**src/rtl/spi_master_engine.sv**
```systemverilog
// SPI master shift engine: pops words from the bridge TX FIFO, shifts them out MSB first
// (CPHA=0), captures MISO and pushes each received word into the bridge RX FIFO.
module spi_master_engine #(
  parameter int   DATA_WIDTH = 32,
  parameter int   CLK_DIV    = 4,
  parameter logic CPOL       = 1'b0,
  parameter int   CS_GAP     = 2
) (
  input  logic                  pclk,
  input  logic                  presetn,
  input  logic                  empty_tx,
  input  logic [DATA_WIDTH-1:0] fifo_r_data_tx,
  output logic                  read_fifo_tx,
  input  logic                  full_rx,
  output logic                  write_fifo_rx,
  output logic [DATA_WIDTH-1:0] fifo_w_data_rx,
  output logic                  sclk,
  output logic                  cs_n,
  output logic                  mosi,
  input  logic                  miso,
  output logic                  busy
);

  localparam int HW = $clog2(CLK_DIV) + 1;
  localparam int BW = $clog2(DATA_WIDTH) + 1;
  localparam int GW = $clog2(CS_GAP) + 1;

  typedef enum logic [1:0] {IDLE, SHIFT, PUSH, GAP} state_t;

  state_t                state;
  logic [DATA_WIDTH-1:0] tx_sr;
  logic [DATA_WIDTH-1:0] rx_sr;
  logic [HW-1:0]         half_cnt;
  logic [BW-1:0]         bit_cnt;
  logic [GW-1:0]         gap_cnt;
  logic                  miso_meta;
  logic                  miso_sync;
  logic                  start_ok;

  // full_rx is checked before a word is popped, so a received word always has room
  assign start_ok       = !empty_tx && !full_rx;
  assign read_fifo_tx   = presetn && start_ok && ((state == IDLE) || (state == PUSH));
  assign write_fifo_rx  = (state == PUSH);
  assign fifo_w_data_rx = rx_sr;
  assign mosi           = tx_sr[DATA_WIDTH-1];
  assign busy           = (state != IDLE);

  always_ff @(posedge pclk or negedge presetn) begin
    if (!presetn) begin
      miso_meta <= 1'b0;
      miso_sync <= 1'b0;
    end else begin
      miso_meta <= miso;
      miso_sync <= miso_meta;
    end
  end

  always_ff @(posedge pclk or negedge presetn) begin
    if (!presetn) begin
      state    <= IDLE;
      tx_sr    <= '0;
      rx_sr    <= '0;
      half_cnt <= '0;
      bit_cnt  <= '0;
      gap_cnt  <= '0;
      sclk     <= CPOL;
      cs_n     <= 1'b1;
    end else begin
      case (state)
        IDLE: begin
          if (start_ok) begin
            tx_sr    <= fifo_r_data_tx;
            half_cnt <= '0;
            bit_cnt  <= '0;
            cs_n     <= 1'b0;
            state    <= SHIFT;
          end
        end
        SHIFT: begin
          if (half_cnt == HW'(CLK_DIV - 1)) begin
            half_cnt <= '0;
            sclk     <= ~sclk;
            // leaving the idle level samples, returning to it shifts the next bit out
            if (sclk == CPOL) begin
              rx_sr <= {rx_sr[DATA_WIDTH-2:0], miso_sync};
            end else begin
              tx_sr   <= tx_sr << 1;
              bit_cnt <= bit_cnt + 1'b1;
              if (bit_cnt == BW'(DATA_WIDTH - 1)) begin
                state <= PUSH;
              end
            end
          end else begin
            half_cnt <= half_cnt + 1'b1;
          end
        end
        PUSH: begin
          if (start_ok) begin
            tx_sr    <= fifo_r_data_tx;
            half_cnt <= '0;
            bit_cnt  <= '0;
            state    <= SHIFT;
          end else begin
            cs_n    <= 1'b1;
            gap_cnt <= '0;
            state   <= GAP;
          end
        end
        GAP: begin
          if (gap_cnt == GW'(CS_GAP - 1)) begin
            state <= IDLE;
          end else begin
            gap_cnt <= gap_cnt + 1'b1;
          end
        end
        default: state <= IDLE;
      endcase
    end
  end

endmodule

```
**config.mk**
```make
export PLATFORM = sky130hd
export DESIGN_NAME = spi_master_engine
export DESIGN_NICKNAME = d
export VERILOG_FILES = /design/src/rtl/spi_master_engine.sv
export SDC_FILE = /design/constraint.sdc
export NUM_CORES = 1
export LEC_CHECK = 0
export BUFFER_PORTS_ARGS = -buffer_cell sky130_fd_sc_hd__buf_2
export CAP_MARGIN = 10
export CORE_MARGIN = 2
export CORE_UTILIZATION = 49
export DETAILED_ROUTE_END_ITERATION = 12
export PLACE_DENSITY = 0.69
export SLEW_MARGIN = 25
export SYNTH_ARGS = -nofsm -noshare
export SYNTH_HDL_FRONTEND = slang
export SYNTH_SLANG_ARGS = --single-unit
```
**constraint.sdc**
```tcl
create_clock -name pclk -period 2.1 [get_ports pclk]
set_input_delay 0 -clock pclk [delete_from_list [all_inputs] [get_ports pclk]]
set_output_delay 0 -clock pclk [all_outputs]
set_load 0.01 [all_outputs]
```
==> flow_summary.toml, run 1 <==
[timing]
final.setup.tns_ps = 0
slew_violations = 0
finalSetupViolCount = 0
tightest_slew_ps = 576
relSlewSlack_pct = 61.6
finalClockSkew_ps = 11.0
fin_crit_ps = 1860
hold_viol_final = 0
rsz0062_at_grt = "false"
period_share_pct = 88.6
fin_ws_ps = 240
fmax_ghz = 0.538

[worst_setup_path]
path_max_fanout = 27
cp.required_ps = 2330
crit_type = "register to register"
crit_slowest_cell = "dfrtp_1"
crit_path_cell_trace = "ha_1, nand3b_1, o21ai_4, buf_12, mux2_2"
worstSetupStartpointType = "register"
crit_family = "flip-flops"
arrival_ps = 2090
crit_buf_inv = 1
end_kind = "register"
slowest_delay_ps = 400

[pwr]
power_frac_clock_pct = 27.8
peakVddDrop_mv = 0.552
leakage_uw = 0.00223
p_per_area_mw_per_mm2 = 926
p_total_uw = 4290
power_switching_uw = 1210
p_comb_share_pct = 21.5
p_sw_share_pct = 28.1
power.internal_uw = 3080
p_seq_share_pct = 50.7

[clocking]
cts_made_buffers = 9
cts_tree = "yes"
clkLatencyLatePin_ps = 350
cts_setup_buffers = 0
path_clk_slew_ps = 90
cts-htree-levels = 3
clk_path_buf_depth = 2
root_buffer = "clkbuf_8"
cts_sinks = 81

[floorplan]
initial_core_util_pct = 50.7
die_w_microns = 90.7
core_area_sq_mm = 0.00725
die_y_microns = 90.7
dieArea_sq_mm = 0.00822
rows = 31
io_pins = 75

[placement]
routabilityCongestion = 0.826
dpl.hpwl_mm = 4.35
post-place-ws_ps = 250
place_area_sq_mm = 0.00415
port_buffers = 74

[yosys]
yosysUniqueCellTypes = 37
ys_warn_count = 0
synth-seq-area-share_pct = 55.1
synthCells = 263
syn-cell-area_sq_mm = 0.00368
synthFlopType = "dfrtp_1"
async_reset_ff_share_pct = 100
synth_fp_nets = 303
avgSynthCellArea_sq_um = 14.0
synth-seq-cells = 81
synth_edf_count = 0

[routing]
drcViolationCount = 0
routed_wl_mm = 6.69
antenna_left = 0
via_per_inst = 5.14
vias = 2422
first_pass_iters = 4
drtIter0Drc = 101
wl_per_cell_microns = 14.2

[cells_and_area]
drive_gt1_share_pct = 45.2
layout_commonest_cell = "dfrtp_1"
final_area_sq_mm = 0.00464
final_nets = 407
final_cell_mix = "80 x dfrtp_1, 73 x buf_2, 65 x mux2_2"
diodes = 0
area_growth_pct = 26.0

[grt]
antenna_found_initial = 0
first_global_vias = 2396
grt_max_degree = 69
grt_pass1_wl_mm = 11.3
track_usage_pct = 17.0
grt-ovfl-total = 0

[worst_hold_path]
hold_path.class = "primary input to register"

[status]
status = "finished, final reports clean"

[run]
maxCapViolCount = 0
[worst min-delay path, stage by stage]
cell and delay, ps:
buf_2 80, mux2_2 130, mux2_1 120
[layer usage]
metal	global-route usage, %	share of wire, %	up-vias
met2	26.9	47	61
met1	22.5	47	1192
met5	0	0	-
met3	4.59	5.3	9
li1	-	-	1160
met4	6.15	1.4	0
[state kept, by name, indices dropped and copies added (netlist names)]
signal          flops
bit_cnt             6
cs_n                1
fifo_w_data_rx     32
gap_cnt             2
half_cnt            3
miso_meta           1
miso_sync           1
sclk                1
state               2
tx_sr              32
[cell type report]
| class | instances | area (sq um) |
|---|---|---|
| clock buffers | 9 | 124 |
| repair buffers | 107 | 728 |
| clock inverters | 7 | 85.1 |
| flip-flops and latches | 81 | 2030 |
| inverters | 4 | 15.0 |
| well taps | 99 | 124 |
| multi-input cells | 164 | 1530 |
| fillers | 564 | 2620 |
[timing repair]
action                                  CTS  global route
hold buffers                             28             0
endpoints found under the setup margin    0             0
hold endpoints to repair                108             0
gates resized for setup                   0             0
[through the flow]
stage,hold slack (ps),util (%),instances
after floorplan,-296,-,263
after global placement,-131,57.2,427
after detailed placement,-128,57.2,427
after CTS,3.08,63.9,471
after global routing,4.39,63.9,471
final,9.17,63.9,471
[synthesized netlist by cell type, types with 3 or more instances]
cell type	number	area, sq um
buf_6	6	67.6
inv_1	4	15.0
ha_1	3	37.5
nand3_1	6	30.0
a22o_1	5	43.8
nand2b_1	5	31.3
o21ai_0	6	30.0
mux2_1	30	338
dfrtp_1	80	2000
nor2_1	4	15.0
nand2_1	14	52.6
mux2_2	65	732
buf_2	6	30.0
[final timing paths]
path | from | to | slack [ps] | cells after the start
max in group asynchronous | presetn | fifo_w_data_rx[5]$_DFFE_PN0P_ | 1440 | 3
max reg2reg | half_cnt[0]$_DFFE_PN0P_ | tx_sr[31]$_DFFE_PN0P_ | 240 | 5
max | half_cnt[0]$_DFFE_PN0P_ | tx_sr[31]$_DFFE_PN0P_ | 240 | 5
min in group asynchronous | presetn | bit_cnt[4]$_DFFE_PN0P_ | 40 | 2
min reg2reg | miso_meta$_DFF_PN0_ | miso_sync$_DFF_PN0_ | 360 | 0
min | fifo_r_data_tx[5] | tx_sr[5]$_DFFE_PN0P_ | 9 | 3
[logic make-up after synthesis]
family	Yosys count	share of synthesized area, %
AO/OA/AOI/OAI	22	4.69
XOR/XNOR	1	0.238
adder cells (fa/ha/maj)	3	1.02
buffers and inverters	18	3.26
flip-flops	81	55.1
multiplexers	96	29.3
AND/OR/NAND/NOR	42	6.32
[power by group through the flow]
stage | Sequential, uW | Combinational, uW | Clock, uW
3_5_place_dp | 2210 | 894 | 0
4_1_cts | 2180 | 935 | 1230
5_1_grt | 2230 | 1030 | 1300
3_3_place_gp | 2190 | 865 | 0
6_report | 2180 | 921 | 1190
2_1_floorplan | 2170 | 626 | 0
No activity file was read; power rests on OpenSTA's default activity.
==> inputs of run 2 (changes only) <==
--- a/config.mk
+++ b/config.mk
@@ -10,7 +10,7 @@
 export CORE_MARGIN = 2
 export CORE_UTILIZATION = 49
 export DETAILED_ROUTE_END_ITERATION = 12
-export PLACE_DENSITY = 0.69
+export PLACE_DENSITY = 0.72
 export SLEW_MARGIN = 25
 export SYNTH_ARGS = -nofsm -noshare
 export SYNTH_HDL_FRONTEND = slang
==> flow_summary.toml, run 2 (synthesis results as in run 1) <==
[timing]
rsz0062_at_grt = "false"
final.setup.tns_ps = 0
hold_viol_final = 0
slew_violations = 0
finalSetupViolCount = 0
relSlewSlack_pct = 63.1
finalClockSkew_ps = 11.3
fin_crit_ps = 1810
period_share_pct = 86.2
fmax_ghz = 0.553
tightest_slew_ps = 553

[placement]
port_buffers = 74
dpl.hpwl_mm = 4.22
routabilityCongestion = 0.823

[worst_setup_path]
crit_type = "register to primary output"
cp_num_cells = 4
crit_slowest_cell = "nor3_2"
path_max_fanout = 47
rr_worst_depth = 5
crit_path_cell_trace = "buf_4, nor3_2, and2_1, buf_2"
cp.required_ps = 2100
slowest_delay_ps = 430
arrival_ps = 1810
crit_family = "simple AND/OR/NAND/NOR gates"
worstSetupStartpointType = "register"
crit_buf_inv = 2
end_kind = "primary output"

[routing]
first_pass_iters = 4
wl_met1_mm = 3.25
drtIter0Drc = 66
routed_wl_mm = 6.69
wl_per_cell_microns = 14.1
top_layer = "met4"
drcViolationCount = 0
vias = 2346
via_per_inst = 4.96
antenna_left = 0
wl_met2_mm = 2.96
route.met3.wl_microns = 377

[grt]
track_usage_pct = 17.3
antenna_found_initial = 0
first_global_vias = 2408
grt_max_degree = 48
grt-ovfl-total = 0
grt_pass1_wl_mm = 11.6

[worst_hold_path]
min_path_cells = 3
hold_path.class = "primary input to register"

[clocking]
cts_setup_buffers = 0
clkLatencyLatePin_ps = 350
cts_sinks = 81
root_buffer = "clkbuf_8"
cts_made_buffers = 9
clk_path_buf_depth = 2
cts-htree-levels = 3
path_clk_slew_ps = 80
cts_tree = "yes"

[cells_and_area]
drive_gt1_share_pct = 45.7
diodes = 0
final_cell_mix = "79 x dfrtp_1, 73 x buf_2, 65 x mux2_2"
fillers = 585
area_growth_pct = 26.8
layout_commonest_cell = "dfrtp_1"
final_nets = 409

[floorplan]
dieArea_sq_mm = 0.00822
die_w_microns = 90.7
rows = 31
core_area_sq_mm = 0.00725
initial_core_util_pct = 50.7
die_y_microns = 90.7
io_pins = 75

[pwr]
peakVddDrop_mv = 0.504
p_per_area_mw_per_mm2 = 934
p_total_uw = 4360
leakage_uw = 0.00224

[run]
maxCapViolCount = 0

[status]
status = "finished, final reports clean"
==> run 2: worst register-to-register path: cells and delay by family, from the launching register on <==
kind                     cells  cell delay, ps
buffers and inverters        1             220
AO/OA/AOI/OAI                1             220
adder cells (fa/ha/maj)      1             220
AND/OR/NAND/NOR              1             240
multiplexers                 1             360
flip-flops                   1             390
==> run 2: final cells by class <==
| cell class | count | area (sq um) | share of cell area (%) |
|---|---|---|---|
| Clock buffer | 10 | 138 | 2.95 |
| Clock inverter | 6 | 90.1 | 1.93 |
| Inverter | 4 | 15.0 | 0.322 |
| Tap cell | 99 | 124 | 2.65 |
| Multi-Input combinational cell | 164 | 1540 | 32.9 |
| Timing Repair Buffer | 109 | 733 | 15.7 |
| Sequential cell | 81 | 2030 | 43.5 |
==> run 2: timing repair <==
item                       CTS  global route
setup endpoints to repair    0             1
gates resized for setup      0             1
hold endpoints to repair    74             2
hold buffers                27             2
==> run 2: metal layers <==
| metal | vias to the layer above | track usage, % |
|---|---|---|
| met5 | - | 0 |
| met1 | 1114 | 24.1 |
| met3 | 11 | 4.67 |
| li1 | 1160 | - |
| met2 | 61 | 26.2 |
| met4 | 0 | 6.15 |
==> run 2: worst paths after layout <==
kind                                    startpoint                    end  slack, ps
max in group asynchronous                  presetn       cs_n$_DFFE_PN1P_       1240
setup reg to reg           half_cnt[0]$_DFFE_PN0P_  tx_sr[29]$_DFFE_PN0P_        330
min in group asynchronous                  presetn  tx_sr[11]$_DFFE_PN0P_        100
hold / removal                  fifo_r_data_tx[19]  tx_sr[19]$_DFFE_PN0P_         10
hold reg to reg                miso_meta$_DFF_PN0_    miso_sync$_DFF_PN0_        360
setup / recovery              state[0]$_DFFE_PN0P_           read_fifo_tx        290
==> run 2: report_power, final <==
| group | internal [uW] | switching, uW |
|---|---|---|
| combinational | 575 | 340 |
| sequential | 1940 | 237 |
| clock | 706 | 564 |
| total | 3220 | 1140 |
==> run 2: stage by stage <==
stage	setup WS [ps]	hold slack, ps	cell area [sq um]	utilization, %	cells
CTS	85.1	0.145	4640	64.0	471
detailed placement	336	-62.6	4140	57.1	428
global placement	360	-65.7	4140	57.1	428
finish	291	14.8	4670	64.3	473
floorplan	503	-296	3680	-	263
global route	160	17.9	4670	64.3	473
